==> src/rtl/pulse_generator_pkg.sv <==
// Shared constants, state encoding and width helper for the pulse generator.
package pulse_generator_pkg;

    localparam int HIGH_CYCLES_DEF = 4;
    localparam int LOW_CYCLES_DEF  = 2;
    localparam int PENDING_MAX_DEF = 2;

    typedef enum logic [1:0] {
        IDLE,
        PULSE_HIGH,
        PULSE_LOW
    } pulse_state_t;

    // $clog2 that never returns less than one bit.
    function automatic int clog2_min1(input int v);
        return (v <= 2) ? 1 : $clog2(v);
    endfunction

endpackage

==> src/rtl/pulse_timer.sv <==
// Loadable down-counter that holds at zero; load takes priority over count.
module pulse_timer #(
    parameter int W = 2
) (
    input  logic         clk,
    input  logic         reset_low,
    input  logic         load,
    input  logic [W-1:0] load_value,
    input  logic         count,
    output logic         zero
);

    logic [W-1:0] value_q;

    always_ff @(posedge clk) begin
        if (!reset_low) begin
            value_q <= '0;
        end else if (load) begin
            value_q <= load_value;
        end else if (count && (value_q != '0)) begin
            value_q <= value_q - W'(1);
        end
    end

    assign zero = (value_q == '0);

endmodule

==> src/rtl/pulse_generator.sv <==
// Turns single-cycle triggers into HIGH_CYCLES-wide pulses separated by at
// least LOW_CYCLES low clocks, queueing up to PENDING_MAX extra requests.
module pulse_generator
    import pulse_generator_pkg::*;
#(
    parameter int HIGH_CYCLES = HIGH_CYCLES_DEF,
    parameter int LOW_CYCLES  = LOW_CYCLES_DEF,
    parameter int PENDING_MAX = PENDING_MAX_DEF,
    localparam int PW = clog2_min1(PENDING_MAX + 1)
) (
    input  logic          clk,
    input  logic          reset_low,
    input  logic          trigger,
    output logic          level,
    output logic          busy,
    output logic [PW-1:0] pending,
    output logic          overflow,
    output pulse_state_t  state
);

    localparam int TW = clog2_min1((HIGH_CYCLES > LOW_CYCLES) ? HIGH_CYCLES : LOW_CYCLES);
    localparam logic [TW-1:0] HIGH_LOAD = TW'(HIGH_CYCLES - 1);
    localparam logic [TW-1:0] LOW_LOAD  = TW'(LOW_CYCLES - 1);
    localparam logic [PW-1:0] PEND_MAX  = PW'(PENDING_MAX);

    pulse_state_t  state_q, state_next;
    logic          level_q, overflow_q;
    logic [PW-1:0] pending_q, pending_next;
    logic          timer_load, timer_count, timer_zero;
    logic [TW-1:0] timer_value;
    logic          consume, dequeue, enqueue, drop;

    pulse_timer #(.W(TW)) u_timer (
        .clk        (clk),
        .reset_low  (reset_low),
        .load       (timer_load),
        .load_value (timer_value),
        .count      (timer_count),
        .zero       (timer_zero)
    );

    always_comb begin
        state_next  = state_q;
        timer_load  = 1'b0;
        timer_value = '0;
        timer_count = 1'b0;
        consume     = 1'b0;
        dequeue     = 1'b0;
        case (state_q)
            IDLE: begin
                if (trigger) begin
                    state_next  = PULSE_HIGH;
                    timer_load  = 1'b1;
                    timer_value = HIGH_LOAD;
                    consume     = 1'b1;
                end
            end
            PULSE_HIGH: begin
                if (timer_zero) begin
                    state_next  = PULSE_LOW;
                    timer_load  = 1'b1;
                    timer_value = LOW_LOAD;
                end else begin
                    timer_count = 1'b1;
                end
            end
            PULSE_LOW: begin
                if (!timer_zero) begin
                    timer_count = 1'b1;
                end else if (pending_q != '0) begin
                    // Queued requests win over a fresh trigger, which then enqueues.
                    state_next  = PULSE_HIGH;
                    timer_load  = 1'b1;
                    timer_value = HIGH_LOAD;
                    dequeue     = 1'b1;
                end else if (trigger) begin
                    state_next  = PULSE_HIGH;
                    timer_load  = 1'b1;
                    timer_value = HIGH_LOAD;
                    consume     = 1'b1;
                end else begin
                    state_next  = IDLE;
                end
            end
            default: state_next = IDLE;
        endcase
    end

    always_comb begin
        enqueue      = trigger && !consume;
        pending_next = pending_q;
        drop         = 1'b0;
        if (dequeue && !enqueue) begin
            pending_next = pending_q - PW'(1);
        end else if (enqueue && !dequeue) begin
            if (pending_q < PEND_MAX) begin
                pending_next = pending_q + PW'(1);
            end else begin
                drop = 1'b1;
            end
        end
    end

    always_ff @(posedge clk) begin
        if (!reset_low) begin
            state_q    <= IDLE;
            level_q    <= 1'b0;
            pending_q  <= '0;
            overflow_q <= 1'b0;
        end else begin
            state_q    <= state_next;
            level_q    <= (state_next == PULSE_HIGH);
            pending_q  <= pending_next;
            overflow_q <= drop;
        end
    end

    assign level    = level_q;
    assign pending  = pending_q;
    assign overflow = overflow_q;
    assign busy     = (state_q != IDLE) || (pending_q != '0);
    assign state    = state_q;

endmodule

==> config.mk <==
export PLATFORM = sky130hd
export DESIGN_NAME = pulse_generator
export DESIGN_NICKNAME = d
export VERILOG_FILES = /design/src/rtl/pulse_generator_pkg.sv /design/src/rtl/pulse_timer.sv /design/src/rtl/pulse_generator.sv
export SDC_FILE = /design/constraint.sdc
export NUM_CORES = 1
export LEC_CHECK = 0
export CAP_MARGIN = 20
export CELL_PAD_IN_SITES_DETAIL_PLACEMENT = 0
export CELL_PAD_IN_SITES_GLOBAL_PLACEMENT = 1
export CORE_MARGIN = 8
export CORE_UTILIZATION = 32
export CTS_BUF_LIST = sky130_fd_sc_hd__clkbuf_16
export DETAILED_ROUTE_END_ITERATION = 12
export GPL_ROUTABILITY_DRIVEN = 0
export PLACE_DENSITY_LB_ADDON = 0.1
export RECOVER_POWER = 100
export REMOVE_ABC_BUFFERS = 1
export SLEW_MARGIN = 30
export SYNTH_ARGS = -nofsm -noshare
export SYNTH_HDL_FRONTEND = slang
export SYNTH_SLANG_ARGS = --single-unit
==> constraint.sdc <==
create_clock -name clk -period 1.7 [get_ports clk]
set_input_delay 0.255 -clock clk [delete_from_list [all_inputs] [get_ports clk]]
set_output_delay 0.255 -clock clk [all_outputs]
set_load 0.05 [all_outputs]
**Yosys cells after proc, flatten, opt, wreduce, memory -nomap -nowiden**

Cells that the tools add are included.
Widths: inputs -> output; s select.

- Register bits: 8
- Bits in latches: 0
- RAM bits: 0
- ROM bits: 0
- Bits of input ports: 3
- Output and inout bits: 7
- Word-level logic and storage cells: 63
- Memories: 0

- Add/subtract/negate cells: 3
- Multiply operators: 0
- Div/mod/pow operators: 0
- Order comparisons: 1
- Equal/unequal tests: 3
- Shift-type cells: 0
- Mux-type cells: 30
- Bitwise logic cells: 2
- Reductions and logical operators: 19

Operator list:

| operator | count |
|---|---|
| $mux 2 | 11 |
| $mux 1 | 15 |
| $pmux 2 s3 | 2 |
| $reduce_bool 2->1 | 6 |
| $eq 2x1->1 const B | 2 |
| $logic_and 1x1->1 | 4 |
| $logic_not 2->1 | 2 |
| $sub 2x1->2 const B | 2 |
| $logic_not 1->1 | 3 |
| $pmux 1 s3 | 1 |
| $reduce_or 3->1 | 1 |
| $add 2x1->2 const B | 1 |
| $eq 2x2->1 const B | 1 |
| $lt 2x2->1 const B | 1 |
| $not 1->1 | 2 |
| $pmux 1 s2 | 1 |
| $reduce_and 2->1 | 1 |
| $reduce_or 2->1 | 1 |
| $logic_or 1x1->1 | 1 |

**Logic depth before layout (Yosys ltp)**

- Depth after elaboration: 10
- Gate-level depth with buffers: 10

**By module**

A second synthesis with hierarchy kept.

- Cells, all modules: 63
- Area, all modules: 558.0 µm²

By module, submodules not included:

| module | instances | cells each | area an instance (µm²) | seq. area each (µm²) |
|---|---|---|---|---|
| pulse_generator | 1 | 49 | 435.4 | 120.1 |
| pulse_timer | 1 | 14 | 122.6 | 40.0 |

**Worst setup path before layout**

No wires, ideal clock.

- Path type: flip-flop to flip-flop
- From: reg state_q[0], in the netlist state[0]
- To: reg pending_q[1], in the netlist pending[1]
- Arrival time: 2.171 ns
- Required time: 1.624 ns
- Slack: -0.547 ns
- Stages on the path, launching flop included: 10
- Path buffers: 0
- Clock period less this slack: 2.247 ns
- Path through: dfxtp_1 -> inv_1 -> ha_1 -> a311o_1 -> ha_1 -> inv_1 -> ha_1 -> xnor2_1 -> nand2_1 -> a21boi_0

- Longest elaborated chain between the ends: 8

RTL lines:

| what | RTL line | RTL |
|---|---|---|
| start, declared | pulse_generator.sv:26 | `pulse_state_t state_q, state_next;` |
| start signal, assigned | pulse_generator.sv:111 | `state_q <= state_next;` |
| $eq 2x2->1 / $logic_not 2->1 (equally long branches) | pulse_generator.sv:49 | `case (state_q)` |
| $pmux 1 s2 | pulse_generator.sv:49 |  |
| $logic_not 1->1 | pulse_generator.sv:90 | `enqueue = trigger && !consume;` |
| $logic_and 1x1->1 | pulse_generator.sv:90 |  |
| $logic_not 1->1 | pulse_generator.sv:93 | `if (dequeue && !enqueue) begin` |
| $logic_and 1x1->1 | pulse_generator.sv:93 |  |
| $reduce_bool 2->1 (no line) | - |  |
| $reduce_and 2->1 (no line) | - |  |
| end signal, assigned | pulse_generator.sv:113 | `pending_q <= pending_next;` |
| end, declared | pulse_generator.sv:28 | `logic [PW-1:0] pending_q, pending_next;` |

Several ways; a longest one is shown, not always the timed one.
A chain may end at the register's enable or synchronous reset.

**Final worst setup path**

- From: reg state_q[1], in the netlist state[1]
- To: reg pending_q[1], in the netlist pending[1]

The elaborated chain is that of the path after synthesis.

==> out/results.md <==
| Step | Result | This run |
|---|---|---|
| status | Run status | complete, no violations |
| detailed routing | Detailed-route wire length per cell | 12.1 um |
| synthesis | Summed instance area of the synthesized netlist | 510 um2 |
| synthesis | Yosys reg bits | 8 |
| worst setup path | Crit Reg-Reg Endpoint | pending[1] |
| run | Total of max-cap violations | 0 |
| worst hold path | Endpoint of the worst hold path | u_timer.value_q[1] |
| grt | Via count of the first global-routing pass | 480 |
| sta | Measured slew at the worst slew-check pin | 600 ps |
| layout | Non-Filler Instances | 99 |
| grt | Maximum number of pins on one net before global-route repair | 7 |
| sta | Max Freq | 0.588 GHz |
| clock network | Clock network latency to the later pin of the worst-skew pair | 230 ps |
| synthesis | Area contributors post-synth | sky130_fd_sc_hd__dfxtp_1 (31%), sky130_fd_sc_hd__ha_1 (20%), sky130_fd_sc_hd__inv_1 (7.4%), sky130_fd_sc_hd__a21boi_1 (2.9%), sky130_fd_sc_hd__nand2_1 (2.9%) |
| detailed routing | DRC violations left | 0 |
| placed design | # port buffers | 9 |
| die | Die area | 3130 um2 |
| layout | Fillers | 143 |
| placed design | Detailed-placement wirelength estimate | 896 um |
| grt | Total Routing Usage GR | 7.90% |
| synthesis | Cell taking the most area after synthesis | sky130_fd_sc_hd__dfxtp_1 |
| clock network | Cell at the root of the clock tree | sky130_fd_sc_hd__clkbuf_16 |
| worst setup path | Crit path from | state[1] |
| sta | Number of slew-limit violations in the final report | 0 |
| synthesis | Syn Inst Count | 58 |
| worst hold path | Min-delay worst type | register to register |
| placed design | Dpl cells | 95 |
| synthesis | Fraction of the yosys area taken by sequential cells | 31.4% |
| detailed routing | Initial detailed-routing violation count | 1 |
| synthesis | Synth top area share | 31.4% |
| power | Leakage power | 0.390 nW |
| worst setup path | Register-to-register path setup slack | 0.06 ps |
| grt | Sum of overflow across all layers after global routing | 0 |
| synthesis | Ranking of synthesized cells by instance count | sky130_fd_sc_hd__inv_1 (10), sky130_fd_sc_hd__dfxtp_1 (8), sky130_fd_sc_hd__ha_1 (8) |
| worst hold path | Worst Hold Launch | u_timer.value_q[1] |
| clock network | Total clock buffers created by CTS | 3 |
| synthesis | Number of warning messages in the yosys log | 0 |
| synthesis | EDFF count, synth | 0 |
| worst setup path | Crit Path Max Fanout | 3 |
| power | Cell area power density | 1230 nW/um2 |
| sta | Number of setup violations in the final report | 0 |
| clock network | Clock tree from TritonCTS | yes |
| layout | Layout-stage area growth over the synthesis result | 66.9% |
| synthesis | Share of synthesized registers carrying an async set or reset | 0% |
| layout | Diodes inserted | 0 |
| sta | Setup repair after global routing missed its margin | yes |
| layout | Net count, final | 96 |
| synthesis | Most numerous cell in the Yosys netlist | sky130_fd_sc_hd__inv_1 |
| worst setup path | Number of cells on the worst reg-to-reg path | 9 |
| layout | Share of post-route cells with drive strength above 1 | 47.0% |
| sta | Smallest hold slack | 555 ps |
| die | DIE WIDTH | 55.9 um |
| detailed routing | Wirelength, routed | 1.19 mm |
| grt | First-pass GRT wire length | 1.99 mm |
| worst setup path | Crit Path Class | register to register |
| die | Effective utilization at floorplan | 33.9% |
| grt | Initial antenna violation count | 0 |
| synthesis | Synth unique cells | 26 |
| clock network | Total number of H-tree levels | 1 |
| sta | Worst clock skew | 0.420 ps |
| die | Core area | 1510 um2 |
| synthesis | Predominant post-synthesis flop cell | sky130_fd_sc_hd__dfxtp_1 |
| clock network | Number of sinks handled by clock tree synthesis | 8 |
| detailed routing | Post-DR vias/cell | 4.73 |
| power | Max VDD drop | 0.000537 V |
| sta | Share of the clock period used by the worst path | 100% |
| clock network | Max clock buf depth | 2 |
| worst setup path | Endpoint kind of the worst setup timing path | register |
| synthesis | Mean Syn Cell Area | 8.80 um2 |
| worst hold path | Hold Path Depth | 2 |
| detailed routing | Detailed Routing Iterations Pass 1 | 4 |
| worst setup path | Arrival time of data at the critical path endpoint | 1850 ps |
| detailed routing | Vias post-DR | 468 |
| detailed routing | Final antenna-violating net count | 0 |
| die | I/O pin total | 10 |
| sta | Worst max-slew margin expressed relative to the limit | 60.2% |
| layout | Non-Filler Cell Area, Final | 852 um2 |
| sta | Clock period minus final worst setup slack | 1700 ps |
| sta | Final Hold Fails | 0 |
| die | Placement Rows | 14 |
| die | Chip Height | 55.9 um |
| worst setup path | Crit start category | register |
| worst setup path | Start of the worst register-to-register path | state[1] |
| clock network | Clk slew on worst S/H paths | 40 ps |
| placed design | Post-DP Area | 706 um2 |
| worst setup path | Required time at the worst-slack endpoint | 1850 ps |
| clock network | Number of hold buffers added after cts | 0 |
critical path, cell delays in order, from the launching register on:
cell                       delay (ps)
sky130_fd_sc_hd__dfxtp_4          370
sky130_fd_sc_hd__inv_4             40
sky130_fd_sc_hd__ha_4             160
sky130_fd_sc_hd__a311o_1          290
sky130_fd_sc_hd__ha_2             180
sky130_fd_sc_hd__inv_2             70
sky130_fd_sc_hd__ha_4             200
sky130_fd_sc_hd__xnor2_2          110
sky130_fd_sc_hd__nand2_1           70
sky130_fd_sc_hd__a21boi_1         140
timing repair:
action,in CTS,in global routing
setup buffers,0,1
pin swaps,6,10
resized for setup,16,9
endpoints found under the setup margin,2,2
state kept, by name, summed over array words and instances (netlist names):
signal and count:
level 1, pending 2, state 2, overflow 1, u_timer.value_q 2
stage by stage:
stage                     utilization [%]  power (W)  setup TNS (ps)  setup WS, ps
final                                56.6    0.00105               0        0.0642
after global routing                 56.6    0.00111           -79.8         -76.2
after CTS                            55.4    0.00104           -42.9         -42.9
after detailed placement             46.8   0.000629            -582          -347
after global placement               46.8   0.000633            -533          -300
after floorplan                         -   0.000470           -1380          -547
power by group:
part	internal, W	switching, W	leakage, nW
clock network	0.000302	0.0000818	0.0370
registers	0.000218	0.0000179	0.0673
logic	0.000198	0.000232	0.285
layout by cell type, fill, tap and decap left out, drive strengths merged:
cell            n
a21boi          3
dfxtp           8
o21ai           2
a311o           1
a31oi           1
nand2           4
nor4bb          1
xor2            1
or3             1
and2            1
clkdlybuf4s50   1
xnor2           1
a2bb2oi         1
and2b           1
a21oi           2
ha              8
nor2            5
o211ai          1
o21bai          1
a22oi           1
and4            1
clkbuf          9
mux2            1
buf            14
inv            11
a22o            1
dlygate4sd2     1
layer usage:
metal / vias to the layer above / routed length (um) / GRT usage, %
li1: 247 / - / -
met1: 213 / 527 / 8.44
met2: 6 / 598 / 12.2
met3: 2 / 46 / 2.97
met4: 0 / 22 / 6.19
met5: - / 0 / 0
kinds of logic (layout without fill, tap and decap cells):
| logic type | count (synthesis) | after routing | synth area share, % |
|---|---|---|---|
| AO/OA/AOI/OAI | 14 | 14 | 20.3 |
| XOR/XNOR | 2 | 2 | 3.43 |
| adder cells (fa/ha/maj) | 8 | 8 | 19.6 |
| buffers and inverters | 11 | 36 | 8.09 |
| flip-flops | 8 | 8 | 31.4 |
| multiplexers | 1 | 1 | 2.21 |
| AND/OR/NAND/NOR | 14 | 14 | 15.0 |
worst max-delay path by stage:
stage	end	slack (ps)
floorplan	pending[1]	-550
global placement	pending[1]	-300
detailed placement	pending[1]	-350
CTS	pending[1]	-40
global route	pending[1]	-80
finish	pending[1]	0.06
cell type report:
type	count	area (um2)	share of cell area (%)
Inverter	11	46.3	5.43
Clock buffer	3	75.1	8.81
Timing Repair Buffer	22	159	18.6
Multi-Input combinational cell	39	384	45.1
Tap cell	16	20.0	2.35
Sequential cell	8	168	19.7
(Power assumes the default switching activity.)
